### config.mk
export PLATFORM = sky130hd
export DESIGN_NAME = idelay_eye_scan_flat
export DESIGN_NICKNAME = d
export VERILOG_FILES = /design/src/rtl/adc_calib_pkg.sv /design/src/rtl/idelay_eye_scan_if.sv /design/src/rtl/eye_run_tracker.sv /design/src/rtl/idelay_eye_scan.sv /design/src/flat_wrapper.sv
export SDC_FILE = /design/constraint.sdc
export NUM_CORES = 1
export LEC_CHECK = 0
export CORE_ASPECT_RATIO = 0.8
export CORE_MARGIN = 5
export CORE_UTILIZATION = 48
export CTS_CLUSTER_SIZE = 10
export DETAILED_ROUTE_END_ITERATION = 12
export HOLD_SLACK_MARGIN = 0.1
export PLACE_DENSITY = 0.81
export SLEW_MARGIN = 15
export SYNTH_ARGS = -nofsm -noshare
export SYNTH_HDL_FRONTEND = slang
export SYNTH_HIERARCHICAL = 1
export SYNTH_SLANG_ARGS = --single-unit
### constraint.sdc
create_clock -name clk_i -period 3.27 [get_ports clk_i]
set_input_delay 0.654 -clock clk_i [delete_from_list [all_inputs] [get_ports clk_i]]
set_output_delay 0.654 -clock clk_i [all_outputs]
set_load 0.02 [all_outputs]
### src/rtl/adc_calib_pkg.sv
// Shared types and constants for the IDELAY eye-scan block.
// Holds the scan FSM encoding, tap geometry and the eye-centre helper.
package adc_calib_pkg;

  localparam int TAP_W     = 5;
  localparam int TAP_COUNT = 2**TAP_W;

  localparam logic [7:0] TRAIN_PATTERN_DEF = 8'hA5;

  typedef enum logic [2:0] {
    S_IDLE,
    S_LOAD_TAP,
    S_SETTLE,
    S_SAMPLE,
    S_NEXT_TAP,
    S_LOAD_CENTER,
    S_REPORT
  } scan_state_t;

  // Centre of a run: start + floor(len/2), kept inside the tap range.
  function automatic logic [TAP_W-1:0] center_tap(input logic [TAP_W-1:0] start,
                                                  input logic [TAP_W:0]   len);
    logic [TAP_W+1:0] sum;
    sum = {2'b00, start} + {1'b0, (len >> 1)};
    if (sum > (TAP_W+2)'(TAP_COUNT - 1)) return TAP_W'(TAP_COUNT - 1);
    return sum[TAP_W-1:0];
  endfunction

endpackage

### src/rtl/idelay_eye_scan_if.sv
// Controller/ISERDES-facing bundle of the eye scanner.
// master = calibration controller side, slave = the scanner.
interface idelay_eye_scan_if #(
  parameter int NUM_LINES    = 12,
  parameter int SERDES_WIDTH = 8
);
  import adc_calib_pkg::*;

  logic                              en_calib_i;
  logic [7:0]                        line_sel_i;
  logic [NUM_LINES*SERDES_WIDTH-1:0] rx_data_i;
  logic [NUM_LINES-1:0]              idelay_ld_o;
  logic [TAP_W-1:0]                  idelay_cntvalue_o;
  logic                              calibration_done_o;
  logic                              calibration_not_done_o;
  logic                              fail_o;
  logic [TAP_W-1:0]                  best_tap_o;

  modport master (
    output en_calib_i, line_sel_i, rx_data_i,
    input  idelay_ld_o, idelay_cntvalue_o, calibration_done_o,
           calibration_not_done_o, fail_o, best_tap_o
  );

  modport slave (
    input  en_calib_i, line_sel_i, rx_data_i,
    output idelay_ld_o, idelay_cntvalue_o, calibration_done_o,
           calibration_not_done_o, fail_o, best_tap_o
  );

endinterface

### src/rtl/eye_run_tracker.sv
// Tracks the current and widest passing run of taps over one sweep.
// Updates once per step; a fail or the last tap closes the open run.
module eye_run_tracker
  import adc_calib_pkg::*;
(
  input  logic             clk_i,
  input  logic             rst_i,
  input  logic             clear,
  input  logic             step,
  input  logic             pass,
  input  logic             last,
  input  logic [TAP_W-1:0] tap,
  output logic [TAP_W-1:0] best_start,
  output logic [TAP_W:0]   best_len
);

  logic [TAP_W-1:0] cur_start;
  logic [TAP_W:0]   cur_len;
  logic [TAP_W-1:0] run_start;
  logic [TAP_W:0]   run_len;
  logic             close_run;

  always_comb begin
    run_start = cur_start;
    run_len   = cur_len;
    close_run = 1'b1;
    if (pass) begin
      if (cur_len == '0) run_start = tap;
      run_len   = cur_len + 1'b1;
      close_run = last;
    end
  end

  // Strict compare keeps the earliest of equally wide runs.
  always_ff @(posedge clk_i) begin
    if (rst_i || clear) begin
      cur_start  <= '0;
      cur_len    <= '0;
      best_start <= '0;
      best_len   <= '0;
    end else if (step) begin
      if (close_run) begin
        if (run_len > best_len) begin
          best_start <= run_start;
          best_len   <= run_len;
        end
        cur_len <= '0;
      end else begin
        cur_start <= run_start;
        cur_len   <= run_len;
      end
    end
  end

endmodule

### src/rtl/idelay_eye_scan.sv
// Sweeps every IDELAY tap of the selected line, parks it at the widest eye centre.
// One attempt takes TAP_COUNT*(SETTLE+SAMPLE+2)+2 cycles; dropping enable aborts.
module idelay_eye_scan
  import adc_calib_pkg::*;
#(
  parameter int                       NUM_LINES     = 12,
  parameter int                       SERDES_WIDTH  = 8,
  parameter logic [SERDES_WIDTH-1:0]  TRAIN_PATTERN = SERDES_WIDTH'(TRAIN_PATTERN_DEF),
  parameter int                       SETTLE_CYCLES = 16,
  parameter int                       SAMPLE_CYCLES = 64,
  parameter int                       MIN_EYE       = 4,
  parameter int                       MAX_SLIPS     = 16
) (
  input logic              clk_i,
  input logic              rst_i,
  idelay_eye_scan_if.slave bus
);

  localparam int LINE_W  = (NUM_LINES > 1) ? $clog2(NUM_LINES) : 1;
  localparam int CNT_MAX = (SETTLE_CYCLES > SAMPLE_CYCLES) ? SETTLE_CYCLES : SAMPLE_CYCLES;
  localparam int CNT_W   = $clog2(CNT_MAX + 1);
  localparam int SLIP_W  = $clog2(MAX_SLIPS + 1);
  localparam logic [TAP_W-1:0] LAST_TAP = TAP_W'(TAP_COUNT - 1);

  scan_state_t             state;
  logic [TAP_W-1:0]        tap;
  logic [LINE_W-1:0]       sel_line;
  logic [CNT_W-1:0]        cnt;
  logic                    pass_all;
  logic [SLIP_W-1:0]       slips;
  logic [7:0]              line_prev;

  logic [SERDES_WIDTH-1:0] words [NUM_LINES];
  logic [LINE_W-1:0]       req_line;
  logic                    word_ok;
  logic                    start_ok;
  logic                    mid_scan;
  logic                    tracker_clear;
  logic                    tracker_step;
  logic                    tracker_last;
  logic [TAP_W-1:0]        best_start;
  logic [TAP_W:0]          best_len;
  logic [TAP_W-1:0]        centre;

  always_comb begin
    for (int n = 0; n < NUM_LINES; n++) begin
      words[n] = bus.rx_data_i[n*SERDES_WIDTH +: SERDES_WIDTH];
    end
  end

  assign req_line      = bus.line_sel_i[LINE_W-1:0];
  assign word_ok       = (words[sel_line] == TRAIN_PATTERN);
  assign start_ok      = bus.en_calib_i && (bus.line_sel_i < 8'(NUM_LINES));
  assign mid_scan      = (state != S_IDLE) && (state != S_REPORT);
  assign tracker_clear = (state == S_IDLE);
  assign tracker_step  = (state == S_NEXT_TAP) && bus.en_calib_i;
  assign tracker_last  = (tap == LAST_TAP);
  assign centre        = center_tap(best_start, best_len);

  eye_run_tracker u_tracker (
    .clk_i      (clk_i),
    .rst_i      (rst_i),
    .clear      (tracker_clear),
    .step       (tracker_step),
    .pass       (pass_all),
    .last       (tracker_last),
    .tap        (tap),
    .best_start (best_start),
    .best_len   (best_len)
  );

  always_ff @(posedge clk_i) begin
    if (rst_i) begin
      state                      <= S_IDLE;
      tap                        <= '0;
      sel_line                   <= '0;
      cnt                        <= '0;
      pass_all                   <= 1'b0;
      slips                      <= '0;
      line_prev                  <= '0;
      bus.idelay_ld_o            <= '0;
      bus.idelay_cntvalue_o      <= '0;
      bus.calibration_done_o     <= 1'b0;
      bus.calibration_not_done_o <= 1'b0;
      bus.fail_o                 <= 1'b0;
      bus.best_tap_o             <= '0;
    end else begin
      bus.idelay_ld_o <= '0;
      line_prev       <= bus.line_sel_i;

      // Losing enable mid-sweep abandons it; the IDELAY keeps its last tap.
      if (mid_scan && !bus.en_calib_i) begin
        state <= S_IDLE;
      end else begin
        case (state)
          S_IDLE: begin
            bus.calibration_done_o     <= 1'b0;
            bus.calibration_not_done_o <= 1'b0;
            if (start_ok) begin
              tap                   <= '0;
              sel_line              <= req_line;
              bus.idelay_ld_o       <= NUM_LINES'(1) << req_line;
              bus.idelay_cntvalue_o <= '0;
              state                 <= S_LOAD_TAP;
            end
          end
          S_LOAD_TAP: begin
            cnt   <= '0;
            state <= S_SETTLE;
          end
          S_SETTLE: begin
            if (cnt == CNT_W'(SETTLE_CYCLES - 1)) begin
              cnt      <= '0;
              pass_all <= 1'b1;
              state    <= S_SAMPLE;
            end else begin
              cnt <= cnt + 1'b1;
            end
          end
          S_SAMPLE: begin
            pass_all <= pass_all & word_ok;
            if (cnt == CNT_W'(SAMPLE_CYCLES - 1)) state <= S_NEXT_TAP;
            else                                  cnt   <= cnt + 1'b1;
          end
          S_NEXT_TAP: begin
            if (tracker_last) begin
              state <= S_LOAD_CENTER;
            end else begin
              tap                   <= tap + 1'b1;
              bus.idelay_ld_o       <= NUM_LINES'(1) << sel_line;
              bus.idelay_cntvalue_o <= tap + 1'b1;
              state                 <= S_LOAD_TAP;
            end
          end
          S_LOAD_CENTER: begin
            bus.idelay_ld_o <= NUM_LINES'(1) << sel_line;
            if (best_len >= (TAP_W+1)'(MIN_EYE)) begin
              bus.idelay_cntvalue_o  <= centre;
              bus.best_tap_o         <= centre;
              bus.calibration_done_o <= 1'b1;
              slips                  <= '0;
            end else begin
              bus.idelay_cntvalue_o      <= '0;
              bus.calibration_not_done_o <= 1'b1;
              if (slips < SLIP_W'(MAX_SLIPS))      slips      <= slips + 1'b1;
              if (slips >= SLIP_W'(MAX_SLIPS - 1)) bus.fail_o <= 1'b1;
            end
            state <= S_REPORT;
          end
          S_REPORT: begin
            if (!bus.en_calib_i) begin
              bus.calibration_done_o     <= 1'b0;
              bus.calibration_not_done_o <= 1'b0;
              state                      <= S_IDLE;
            end
          end
          default: state <= S_IDLE;
        endcase
      end

      if (bus.line_sel_i != line_prev) slips <= '0;
    end
  end

endmodule

### src/flat_wrapper.sv
// flat-port wrapper written by rule: the top's interface ports become plain ports
module idelay_eye_scan_flat import adc_calib_pkg::*;
#(
  parameter int                       NUM_LINES     = 12,
  parameter int                       SERDES_WIDTH  = 8,
  parameter logic [SERDES_WIDTH-1:0]  TRAIN_PATTERN = SERDES_WIDTH'(TRAIN_PATTERN_DEF),
  parameter int                       SETTLE_CYCLES = 16,
  parameter int                       SAMPLE_CYCLES = 64,
  parameter int                       MIN_EYE       = 4,
  parameter int                       MAX_SLIPS     = 16
)
  (clk_i, rst_i, bus_en_calib_i, bus_line_sel_i, bus_rx_data_i, bus_idelay_ld_o, bus_idelay_cntvalue_o, bus_calibration_done_o, bus_calibration_not_done_o, bus_fail_o, bus_best_tap_o);
  idelay_eye_scan_if #(.NUM_LINES(NUM_LINES), .SERDES_WIDTH(SERDES_WIDTH)) bus_i ();
  input logic clk_i;
  input logic rst_i;
  input wire logic [$bits(bus_i.en_calib_i)-1:0] bus_en_calib_i;
  input wire logic [$bits(bus_i.line_sel_i)-1:0] bus_line_sel_i;
  input wire logic [$bits(bus_i.rx_data_i)-1:0] bus_rx_data_i;
  output wire logic [$bits(bus_i.idelay_ld_o)-1:0] bus_idelay_ld_o;
  output wire logic [$bits(bus_i.idelay_cntvalue_o)-1:0] bus_idelay_cntvalue_o;
  output wire logic [$bits(bus_i.calibration_done_o)-1:0] bus_calibration_done_o;
  output wire logic [$bits(bus_i.calibration_not_done_o)-1:0] bus_calibration_not_done_o;
  output wire logic [$bits(bus_i.fail_o)-1:0] bus_fail_o;
  output wire logic [$bits(bus_i.best_tap_o)-1:0] bus_best_tap_o;
  assign bus_i.en_calib_i = bus_en_calib_i;
  assign bus_i.line_sel_i = bus_line_sel_i;
  assign bus_i.rx_data_i = bus_rx_data_i;
  assign bus_idelay_ld_o = bus_i.idelay_ld_o;
  assign bus_idelay_cntvalue_o = bus_i.idelay_cntvalue_o;
  assign bus_calibration_done_o = bus_i.calibration_done_o;
  assign bus_calibration_not_done_o = bus_i.calibration_not_done_o;
  assign bus_fail_o = bus_i.fail_o;
  assign bus_best_tap_o = bus_i.best_tap_o;
  idelay_eye_scan #(.NUM_LINES(NUM_LINES), .SERDES_WIDTH(SERDES_WIDTH), .TRAIN_PATTERN(TRAIN_PATTERN), .SETTLE_CYCLES(SETTLE_CYCLES), .SAMPLE_CYCLES(SAMPLE_CYCLES), .MIN_EYE(MIN_EYE), .MAX_SLIPS(MAX_SLIPS)) u_core (.clk_i(clk_i), .rst_i(rst_i), .bus(bus_i));
endmodule
# Word level (Yosys, flattened, before mapping)
# Cells that the tools add are included.
# op_classes
n_addsub	5
order_cmp	7
eq_ne	20
shifts	2
mux	37
n_bitwise	5
n_reduce_logical	30
# op_table
cell	n
5-bit two-way mux	9
12-bit one-hot mux with 3 select lines	1
8-bit binary-select mux with 4-bit select	1
12-bit two-way mux	2
4-bit AND reduction	6
1-bit by 4-bit left shift with 12-bit output, first input constant	2
3-bit one-hot mux with 7 select lines	1
7-bit one-hot mux with 3 select lines	1
3-bit AND reduction	6
8-bit two-way mux	2
3-bit two-way mux	5
5-bit one-hot mux with 3 select lines	1
7-bit two-way mux	2
6-bit two-way mux	2
3-bit nonzero test	4
5-bit by 1-bit adder with 5-bit output, second input constant	2
5-bit one-hot mux with 2 select lines	1
3-bit equality test, second input constant	3
8-bit equality test, second input constant	1
8-bit by 4-bit < comparator with 1-bit output, second input constant	1
2-bit by 1-bit inequality test with 1-bit output, second input constant	4
2-bit inequality test, second input constant	4
8-bit inequality test	1
7-bit by 1-bit adder with 7-bit output, second input constant	1
other kinds (28)	43
# totals
regBits	80
input_bits	107
out_inout_bits	25
word_cells	123

# Depth between registers and ports, before layout
# Gate-level depths: netlist of run 1.
# logic_depth
depth_word	7
mapped_depth	10
mapped_depth_nobuf	9

# By module
# The synthesis of run 1 kept the hierarchy.
# modules_own_cells
mod	n_inst	cells_each	area_per_inst_um2	seq_area_each_um2
idelay_eye_scan	1	404	3255.6	1161.1
eye_run_tracker	1	147	1246.2	440.4

# Worst setup path before layout of run 1
# No wires, ideal clock.
# synth_path
kind	reg2reg
from	reg u_core.pass_all
to	reg u_core.u_tracker.best_start[0]
setup_ns	0.072
arrival_time_ns	2.735
t_required_ns	3.198
slack_ns	0.463
stages_incl_launch_ff	11
path_buffers	2
period_less_slack_ns	2.807
cell_sequence	dfxtp_1 > clkbuf_1 > nand4_1 > o21a_1 > or2_2 > ha_1 > nand4_1 > o211ai_1 > a31o_2 > clkbuf_1 > mux2i_1
# synth_via
elab_chain_len	3
word_cells_on_any_way	5
cone_classes	order compare (1); mux (3); reduce/logical (1)
# synth_rtl
item	line_no	source
start, declared	idelay_eye_scan.sv:29	logic pass_all;
start signal, assigned	idelay_eye_scan.sv:121	pass_all <= pass_all & word_ok;
6-bit two-way mux	eye_run_tracker.sv:27	if (pass) begin
named net u_core.u_tracker.run_len[5]	eye_run_tracker.sv:20	logic [TAP_W:0] run_len;
6-bit > comparator	eye_run_tracker.sv:43	if (run_len > best_len) begin
3-bit AND reduction (no line)	n/a	
end signal, assigned	eye_run_tracker.sv:44	best_start <= run_start;
end, declared	eye_run_tracker.sv:13	output logic [TAP_W-1:0] best_start,
# The timed path passes the listed nets, and every way through them passes these cells.
# A chain may end at the register's enable or synchronous reset.

# Worst setup path after layout of run 1
# layout_path
from	reg u_core.u_tracker.cur_len[2]
to	reg u_core.u_tracker.best_len[0]
# layout_via
elab_chain_len	4
# layout_rtl
item	line_no	source
start, declared	eye_run_tracker.sv:18	logic [TAP_W:0] cur_len;
start signal, assigned	eye_run_tracker.sv:50	cur_len <= run_len;
6-bit by 1-bit adder with 6-bit output	eye_run_tracker.sv:29	run_len = cur_len + 1'b1;
6-bit two-way mux	eye_run_tracker.sv:27	
named net u_core.u_tracker.run_len[5]	eye_run_tracker.sv:20	
6-bit > comparator	eye_run_tracker.sv:43	
3-bit AND reduction (no line)	n/a	
end signal, assigned	eye_run_tracker.sv:45	best_len <= run_len;
end, declared	eye_run_tracker.sv:14	output logic [TAP_W:0] best_len
# The timed path passes the listed nets, and every way through them passes these cells.

==> results of run 1 <==
layer usage:
layer	global-route usage, %	wire length, um	up-vias
li1	-	-	2246
met1	31.69	6110	2134
met2	37.74	6633	123
met3	4.198	605	20
met4	6.614	170	0
met5	0	0	-
layout make-up:
class / instances / area, um2
multi-input combinational: 430 / 2729
clock inverter: 7 / 80.08
clock buffer: 9 / 225.2
sequential: 80 / 1602
inverter: 16 / 60.06
fill: 718 / 2912
tap: 115 / 143.9
timing repair buffer: 138 / 1364
cells in the final DEF (no fill, tap or decap), drive strengths merged, types with 10 or more instances in the layout:
cell	n
clkdlybuf4s50	131
nor2b	16
dfxtp	80
a22oi	13
nor2	68
a21o	10
xnor2	15
nand2	52
ha	18
o21ai	35
a21oi	41
inv	18
mux2i	15
nor3	20
nand3	22
power by group through the flow:
stage          Sequential [mW]  Clock (mW)  Combinational, mW
2_1_floorplan             1.01           0             0.0667
3_3_place_gp              1.01           0              0.207
3_5_place_dp              1.01           0              0.211
4_1_cts                  0.987        1.05              0.214
6_report                 0.987        1.04              0.215
5_1_grt                  0.988        1.09              0.229
state kept, by name (all words and copies together), names as in the netlist, 3 cells and up:
name	flops
u_core/slips	5
u_core/line_prev	8
u_core/bus.idelay_cntvalue_o	5
u_core/sel_line	4
u_core/tap	5
u_core/u_tracker/best_start	5
u_core/state	3
u_core/u_tracker/cur_start	5
u_core/cnt	7
u_core/u_tracker/cur_len	6
u_core/bus.best_tap_o	5
u_core/bus.idelay_ld_o	12
u_core/u_tracker/best_len	6
critical path: cells and delay by family (launching register included):
family | cells | cell delay (ps)
adder cells (fa/ha/maj) | 1 | 310
flip-flops | 1 | 460
multiplexers | 1 | 380
AO/OA/AOI/OAI | 3 | 910
AND/OR/NAND/NOR | 3 | 690
how the worst max path moves through the flow:
| stage | from | slack (ps) | end |
|---|---|---|---|
| finish | u_core/u_tracker/cur_len[2] | 400 | u_core/u_tracker/best_len[0] |
| global route | u_core/u_tracker/cur_len[2] | 240 | u_core/u_tracker/best_len[0] |
| CTS | u_core/u_tracker/cur_len[2] | 400 | u_core/u_tracker/best_len[0] |
| detailed placement | bus_en_calib_i | 380 | u_core/u_tracker/cur_start[1] |
| global placement | bus_en_calib_i | 500 | u_core/u_tracker/cur_start[3] |
| floorplan | u_core/pass_all | 460 | u_core/u_tracker/best_start[0] |
kinds of logic after synthesis:
logic type                 after synthesis
buffers and inverters                   41
DFF                                     80
xor gates and xnor gates                18
adders and majority gates               19
muxes                                   17
AOI/OAI and AO/OA                      133
and+or+nand+nor                        243
stage by stage:
stage	setup WS [ps]	hold slack, ps
6_report	398.8	459.6
5_1_grt	241.3	484.9
4_1_cts	405.0	459.0
3_5_place_dp	384.4	449.4
3_3_place_gp	495.6	447.4
2_1_floorplan	463.1	439.1
==> qor.yml, run 1 <==
status: "completed"
clkSinkCount: 80
root_buffer: "clkbuf_16"
maxSlewViolCount: 0
die_area_um2: 11430
synthMuxAreaShare_pct: 4.086
synthDominantCellAreaShare_pct: 35.58
setup_viol: 0
p_switching_uw: 519.3
cts_buffers: 9
relSlewSlack_pct: 37.20
sw_frac_of_total_pct: 23.16
reg2reg_from: "u_core/u_tracker/cur_len[2]"
design_power_total_mw: 2.242
clkLatencyLatePin_ps: 340
final_cell_area_um2: 6203
ys_seq_area_share_pct: 35.58
path_max_fanout: 7
synth_common_cells: "dfxtp_1 (80), nor2_1 (67), nand2_1 (51)"
ios: 132
seq_power_share_pct: 44.0
syn-instance-count: 551
pwr-share-clk_pct: 46.4
synth_seq_cells: 80
min_path_type: "flip-flop to flip-flop"
cts_tree: "built"
first_pass_iters: 5
synth_xor_area_share_pct: 3.502
combPwrFrac_pct: 9.6
path_cells: "nand4_1 -> o21a_1 -> or2_2 -> ha_1 -> nand4_1 -> o21bai_1 -> a31oi_1 -> mux2_2"
drc: 0
synth.area.top_cells: "dfxtp_1 (36%), nor2_1 (5.6%), ha_1 (5.0%)"
fp.dieW_um: 118.3
cellPowerDensity_nw_per_um2: 361.5
grt_start_max_net_pins: 28
synth_top_family_by_area: "simple AND/OR/NAND/NOR gates"
fmax_ghz: 0.3483
placed_area_um2: 5898
final_cells: 795
dpl.cell_count: 779
io_buffers: 131
crit_path_top_delay_cell: "dfxtp_1"
synth_simple_gate_area_share_pct: 29.18
synthAdderAreaFrac_pct: 5.447
start_kind: "flip-flop"
areaGrowthSynthToFinish_pct: 37.80
synth_compound_gate_area_share_pct: 18.40
avgSynthCellArea_um2: 8.170
p_leak_nw: 2.175
peakVddDrop_mv: 0.2906
core-area_um2: 9115
postLayoutCoreUtil_pct: 68.06
clk_path_buf_depth: 2
synth.distinct_cells: 62
vias: 4523
wl_per_cell_um: 17.01
rsz0062_at_grt: "no"
internal-power_mw: 1.723
syn_area_um2: 4502
holdPathEnd: "u_core/bus.best_tap_o[1]"
worstSetupEndpointType: "flip-flop"
postRouteAntennaNets: 0
setup-tns-final_ps: 0
synth_most_common_cell: "dfxtp_1"
critPathMostFrequentCell: "nand4_1"
yosys_most_used_dff: "dfxtp_1"
initial_core_util_pct: 49.39
post_cts_buffers: 0
yosysTopAreaCell: "dfxtp_1"
antenna_cells: 0
grt_pass1_vias: 4527
die_h_um: 96.62
critPathKind: "flip-flop to flip-flop"
cts_hold_buf: 0
antenna_found_initial: 0
holdPathStages: 2
r2r_cells: 8
slowest_delay_ps: 460
place.gp.congestion: 0.8475
yosysWarnings: 6
drive_gt1_share_pct: 6.471
skew_ps: 7.729
min-delay-start: "u_core/bus.best_tap_o[1]"
groute.usage.overall_pct: 23.27
cap_violations: 0
grt_pass1_wl_um: 22360
row_count: 31
reg2reg_to: "u_core/u_tracker/best_len[0]"
synth_edf_count: 0
grt.overflow.total: 0
fin_crit_sh_pct: 87.80
layout.nets: 801
syn-num-nets: 677
hold_viol: 0
crit_required_ps: 3490
path_clk_slew_ps: 70
drt_first_iter_violations: 427
dpl.hpwl_um: 10530
async_reset_ff_share_pct: 0
arrival_ps: 3090
period_needed_ps: 2871
via_per_inst: 5.689
htree_num_levels: 3
worst_pin_slew_ps: 933.5
drt-total-wl_um: 13520
cts-resized-gates: 0
reg2reg_slack_ps: 400
Power figures use the tool's default switching activity.
==> inputs of run 2 (changes only) <==
--- a/config.mk
+++ b/config.mk
@@ -5,9 +5,10 @@
 export SDC_FILE = /design/constraint.sdc
 export NUM_CORES = 1
 export LEC_CHECK = 0
+export ABC_AREA = 1
 export CORE_ASPECT_RATIO = 0.8
 export CORE_MARGIN = 5
-export CORE_UTILIZATION = 48
+export CORE_UTILIZATION = 49
 export CTS_CLUSTER_SIZE = 10
 export DETAILED_ROUTE_END_ITERATION = 12
 export HOLD_SLACK_MARGIN = 0.1
==> qor.yml, run 2 <==
status: "completed"
path_max_fanout: 17
rsz0062_at_grt: "no"
start_kind: "flip-flop"
reg2reg_from: "u_core/u_tracker/cur_len[0]"
yosysWarnings: 6
drt-total-wl_um: 13560
die_h_um: 99.95
final_cells: 1062
maxSlewViolCount: 0
design_power_total_mw: 2.723
whs_ps: 466.9
grt_start_max_net_pins: 25
final_cell_area_um2: 6718
setup_slack_ps: 910.5
cellPowerDensity_nw_per_um2: 405.3
clkSinkCount: 80
setup_viol: 0
antenna_cells: 0
crit_required_ps: 3500
cts_buffers: 9
top_register: "u_core/bus.idelay_ld_o"
synth_common_cells: "nand2_1 (246), nor2_1 (100), inv_1 (94)"
place.gp.congestion: 0.8719
synth.distinct_cells: 41
post_cts_buffers: 0
min_path_type: "flip-flop to flip-flop"
ios: 132
grt_pass1_wl_um: 22270
syn-instance-count: 792
largest_reg_flops: 12
setup-tns-final_ps: 0
nFillCells: 870
dpl.hpwl_um: 10790
root_buffer: "clkbuf_16"
crit_path_top_delay_cell: "dfxtp_1"
ys_seq_area_share_pct: 32.32
synth_edf_count: 0
drive_gt1_share_pct: 6.048
fmax_ghz: 0.4238
skew_ps: 7.861
syn_area_um2: 4956
cts_hold_buf: 0
critPathMostFrequentCell: "nand2_1"
cp.buffers_inverters: 1
groute.usage.overall_pct: 22.35
synth_most_common_cell: "nand2_1"
postRouteAntennaNets: 0
worst_pin_slew_ps: 636.6
path_clk_slew_ps: 60
yosysTopAreaCell: "dfxtp_1"
die_area_um2: 12240
path_cells: "inv_1 -> ha_1 -> nand2_1 -> o21ai_0 -> ha_1 -> nand2_1 -> nand2_1 -> nand2_1 -> nand3_2 -> nand2_2 -> nand2_1 -> nand2_1 -> nor2_1"
drt_first_iter_violations: 347
arrival_ps: 2590
cap_violations: 0
fin_crit_sh_pct: 72.16
synth.area.top_cells: "dfxtp_1 (32%), nand2_1 (19%), nor2_1 (7.6%)"
grt_pass1_vias: 4694
cts-resized-gates: 0
syn-num-nets: 918
min-delay-start: "u_core/bus.idelay_cntvalue_o[4]"
avgSynthCellArea_um2: 6.258
yosys_most_used_dff: "dfxtp_1"
reg_top3: "u_core/bus.idelay_ld_o x12, u_core/line_prev x8, u_core/cnt x7"
areaGrowthSynthToFinish_pct: 35.55
antenna_found_initial: 0
period_needed_ps: 2360
io_buffers: 131
grt.overflow.total: 0
row_count: 32
slowest_delay_ps: 370
clk_path_buf_depth: 2
dpl.cell_count: 1046
synthDominantCellAreaShare_pct: 32.32
startpoint: "u_core/u_tracker/cur_len[0]"
layout.nets: 1047
synth_seq_cells: 80
worstSetupEndpointType: "flip-flop"
async_reset_ff_share_pct: 0
vias: 5287
clkLatencyLatePin_ps: 340
first_pass_iters: 5
fp.dieW_um: 122.4
critPathTopFamily: "simple AND/OR/NAND/NOR gates"
drc: 0
dp_slack_ps: 721.2
final_cell_mix: "nand2_1 (246), clkdlybuf4s50_1 (131), nor2_1 (100)"
core-area_um2: 9769
wl_per_cell_um: 12.77
postLayoutCoreUtil_pct: 68.76
initial_core_util_pct: 50.73
cts_tree: "built"
placed_area_um2: 6374
htree_num_levels: 3
p_leak_nw: 2.918
via_per_inst: 4.978
hold_viol: 0
final_common_cell: "nand2_1"
critPathKind: "flip-flop to flip-flop"
peakVddDrop_mv: 0.3162
relSlewSlack_pct: 57.41
run 2: cell types whose count changed after synthesis, sizes merged, moves of 10 or more:
cell   delta
inv      +86
a21o     -10
nand3    +46
nand2   +197
a21oi    +22
mux2i    -15
a22oi    -12
nor2b    -15
nor2     +42
run 2: layout make-up:
cell class | instances | area, um2 | area share, %
Sequential cell | 80 | 1602 | 23.84
Clock inverter | 6 | 115.1 | 1.714
Multi-Input combinational cell | 590 | 2859 | 42.56
Inverter | 103 | 386.6 | 5.755
Timing Repair Buffer | 137 | 1356 | 20.19
Clock buffer | 10 | 229.0 | 3.408
Tap cell | 136 | 170.2 | 2.533
run 2: worst reg2reg max path: cells and delay by family (launching register included):
family	cells	cell delay [ps]
AND/OR/NAND/NOR	9	950
adder cells (fa/ha/maj)	2	660
flip-flops	1	370
AO/OA/AOI/OAI	1	190
buffers and inverters	1	100
run 2: power breakdown:
group          internal (mW)  leakage (nW)  switching [mW]  total [mW]
logic                  0.223          2.11           0.326       0.549
clock network          0.750         0.163           0.401        1.15
registers               1.00         0.647          0.0214        1.02
run 2: logic make-up (layout without fill, tap and decap cells):
kind of cell	Yosys count	count (layout)	share of synthesized area, %
XOR/XNOR	11	11	2.096
AO/OA/AOI/OAI	103	103	11.61
adder cells (fa/ha/maj)	19	19	4.948
flip-flops	80	80	32.32
AND/OR/NAND/NOR	457	457	39.03
buffers and inverters	122	256	9.997
run 2: metal layers:
layer	wire [um]	global-route usage [%]	part of all wire, %
met5	0	0	0
met4	214	6.196	1.6
met2	5997	34.08	44
met1	6414	31.76	47
met3	936	5.070	6.9
run 2: worst paths after layout:
kind | to | slack, ps | cells after the start
min | u_core/bus.idelay_cntvalue_o[4] | 470 | 2
min reg2reg | u_core/bus.idelay_cntvalue_o[4] | 470 | 2
max | u_core/u_tracker/best_len[0] | 910 | 13
max reg2reg | u_core/u_tracker/best_len[0] | 910 | 13
==> inputs of run 3 (changes only) <==
--- a/config.mk
+++ b/config.mk
@@ -8,11 +8,11 @@
 export ABC_AREA = 1
 export CORE_ASPECT_RATIO = 0.8
 export CORE_MARGIN = 5
-export CORE_UTILIZATION = 49
+export CORE_UTILIZATION = 45
 export CTS_CLUSTER_SIZE = 10
 export DETAILED_ROUTE_END_ITERATION = 12
 export HOLD_SLACK_MARGIN = 0.1
-export PLACE_DENSITY = 0.81
+export PLACE_DENSITY = 0.78
 export SLEW_MARGIN = 15
 export SYNTH_ARGS = -nofsm -noshare
 export SYNTH_HDL_FRONTEND = slang
==> constraint.sdc (replaced) <==
create_clock -name clk_i -period 1.9 [get_ports clk_i]
set_input_delay 0.38 -clock clk_i [delete_from_list [all_inputs] [get_ports clk_i]]
set_output_delay 0.38 -clock clk_i [all_outputs]
set_load 0.02 [all_outputs]
==> qor.yml, run 3 (synthesis gave the netlist of run 2 again) <==
status: "finished, violations left"
violations: "setup timing"
worstSetupEndpointType: "flip-flop"
path_cells: "ha_4 -> nand2_4 -> nor2_4 -> nand2_1 -> nand2_1 -> nand2_2 -> inv_2 -> ha_4 -> nand2_4 -> nor2_4 -> a21oi_4 -> buf_12 -> nand3_4 -> nand2_2 -> nor2_2"
layout.nets: 1118
final_cells: 1141
final_common_cell: "nand2_1"
period_needed_ps: 2050
die_area_um2: 13230
critPathKind: "flip-flop to flip-flop"
cts_buffers: 9
grt_pass1_wl_um: 24740
hold_viol: 0
nFillCells: 878
htree_num_levels: 3
fmax_ghz: 0.4877
die_h_um: 103.9
fin_crit_sh_pct: 107.9
critPathTopFamily: "simple AND/OR/NAND/NOR gates"
rsz0062_at_grt: "yes"
cap_violations: 0
clkLatencyLatePin_ps: 340
antenna_cells: 0
setup-tns-final_ps: -1217
cts_tree: "built"
wl_per_cell_um: 14.09
dp_slack_ps: -170.0
place.gp.congestion: 0.9268
skew_ps: 8.049
path_max_fanout: 6
relSlewSlack_pct: 71.64
postRouteAntennaNets: 0
via_per_inst: 5.057
drt-total-wl_um: 16070
final_cell_mix: "nand2_1 (228), clkdlybuf4s50_1 (131), nor2_1 (94)"
crit_path_top_delay_cell: "dfxtp_4"
first_pass_iters: 5
slowest_delay_ps: 370
fp.dieW_um: 127.3
top_register: "u_core/bus.idelay_ld_o"
grt.overflow.total: 0
start_kind: "flip-flop"
core-area_um2: 10810
setup_slack_ps: -150.3
dpl.hpwl_um: 11280
worst_pin_slew_ps: 424.8
cts_hold_buf: 0
path_clk_slew_ps: 60
p_leak_nw: 3.310
drc: 0
grt_start_max_net_pins: 18
clk_path_buf_depth: 2
design_power_total_mw: 4.530
dpl.cell_count: 1104
areaGrowthSynthToFinish_pct: 52.76
groute.usage.overall_pct: 22.67
postLayoutCoreUtil_pct: 70.07
arrival_ps: 2290
crit_required_ps: 2140
initial_core_util_pct: 45.87
clkSinkCount: 80
antenna_found_initial: 0
drt_first_iter_violations: 493
drive_gt1_share_pct: 18.36
vias: 5770
io_buffers: 131
root_buffer: "clkbuf_16"
grt_pass1_vias: 5068
cellPowerDensity_nw_per_um2: 598.4
row_count: 34
min_path_type: "flip-flop to flip-flop"
reg_top3: "u_core/bus.idelay_ld_o x12, u_core/line_prev x8, u_core/cnt x7"
largest_reg_flops: 12
maxSlewViolCount: 0
ios: 132
cp.buffers_inverters: 2
setup_viol: 11
peakVddDrop_mv: 0.4368
[run 3: worst paths after layout]
kind | cells past startpoint | start | to | slack (ps)
max | 15 | u_core/u_tracker/cur_len[0] | u_core/u_tracker/best_start[0] | -150
max reg2reg | 15 | u_core/u_tracker/cur_len[0] | u_core/u_tracker/best_start[0] | -150
min | 2 | u_core/bus.idelay_cntvalue_o[1] | u_core/bus.idelay_cntvalue_o[1] | 460
min reg2reg | 2 | u_core/bus.idelay_cntvalue_o[1] | u_core/bus.idelay_cntvalue_o[1] | 460
[run 3: stage by stage]
stage	hold slack, ps	area [um2]
2_1_floorplan	448.4	4967
3_3_place_gp	451.5	6783
3_5_place_dp	456.3	6783
4_1_cts	466.4	7336
5_1_grt	484.5	7571
6_report	463.3	7571
[run 3: tightest hold or removal path, delay by kind of cell, from the launching register on]
kind             cells  cell delay, ps
AND/OR/NAND/NOR      1              60
AO/OA/AOI/OAI        1              50
flip-flops           1             310
[run 3: report_power, final]
group / internal, mW / switching [mW]
Clock: 0.934 / 0.738
Combinational: 0.482 / 0.617
Sequential: 1.72 / 0.0387
[run 3: repair_timing]
| action | in CTS | in global routing |
|---|---|---|
| cloned | 1 | 1 |
| endpoints found under the setup margin | 11 | 23 |
| resized for setup | 34 | 42 |
| setup buffers | 14 | 5 |
| pin swaps | 17 | 34 |
[run 3: layout make-up]
type	count	area, um2	area share (%)
well taps	144	180.2	2.380
repair inverters	1	5.005	0.06610
clock buffers	10	239.0	3.157
repair buffers	206	1922	25.38
multi-input cells	591	3174	41.93
flip-flops and latches	80	1610	21.27
clock inverters	6	50.05	0.6610
inverters	103	390.4	5.156
[run 3: metal layers]
layer  wire (um)  share of wire [%]  vias to the layer above  GRT usage (%)
met1        7198                 45                     2599          31.46
met4         408                2.5                        0          5.436
met2        7455                 46                      215          36.36
met3        1008                6.3                       36          4.209
li1            -                  -                     2920              -
met5           0                  0                        -              0
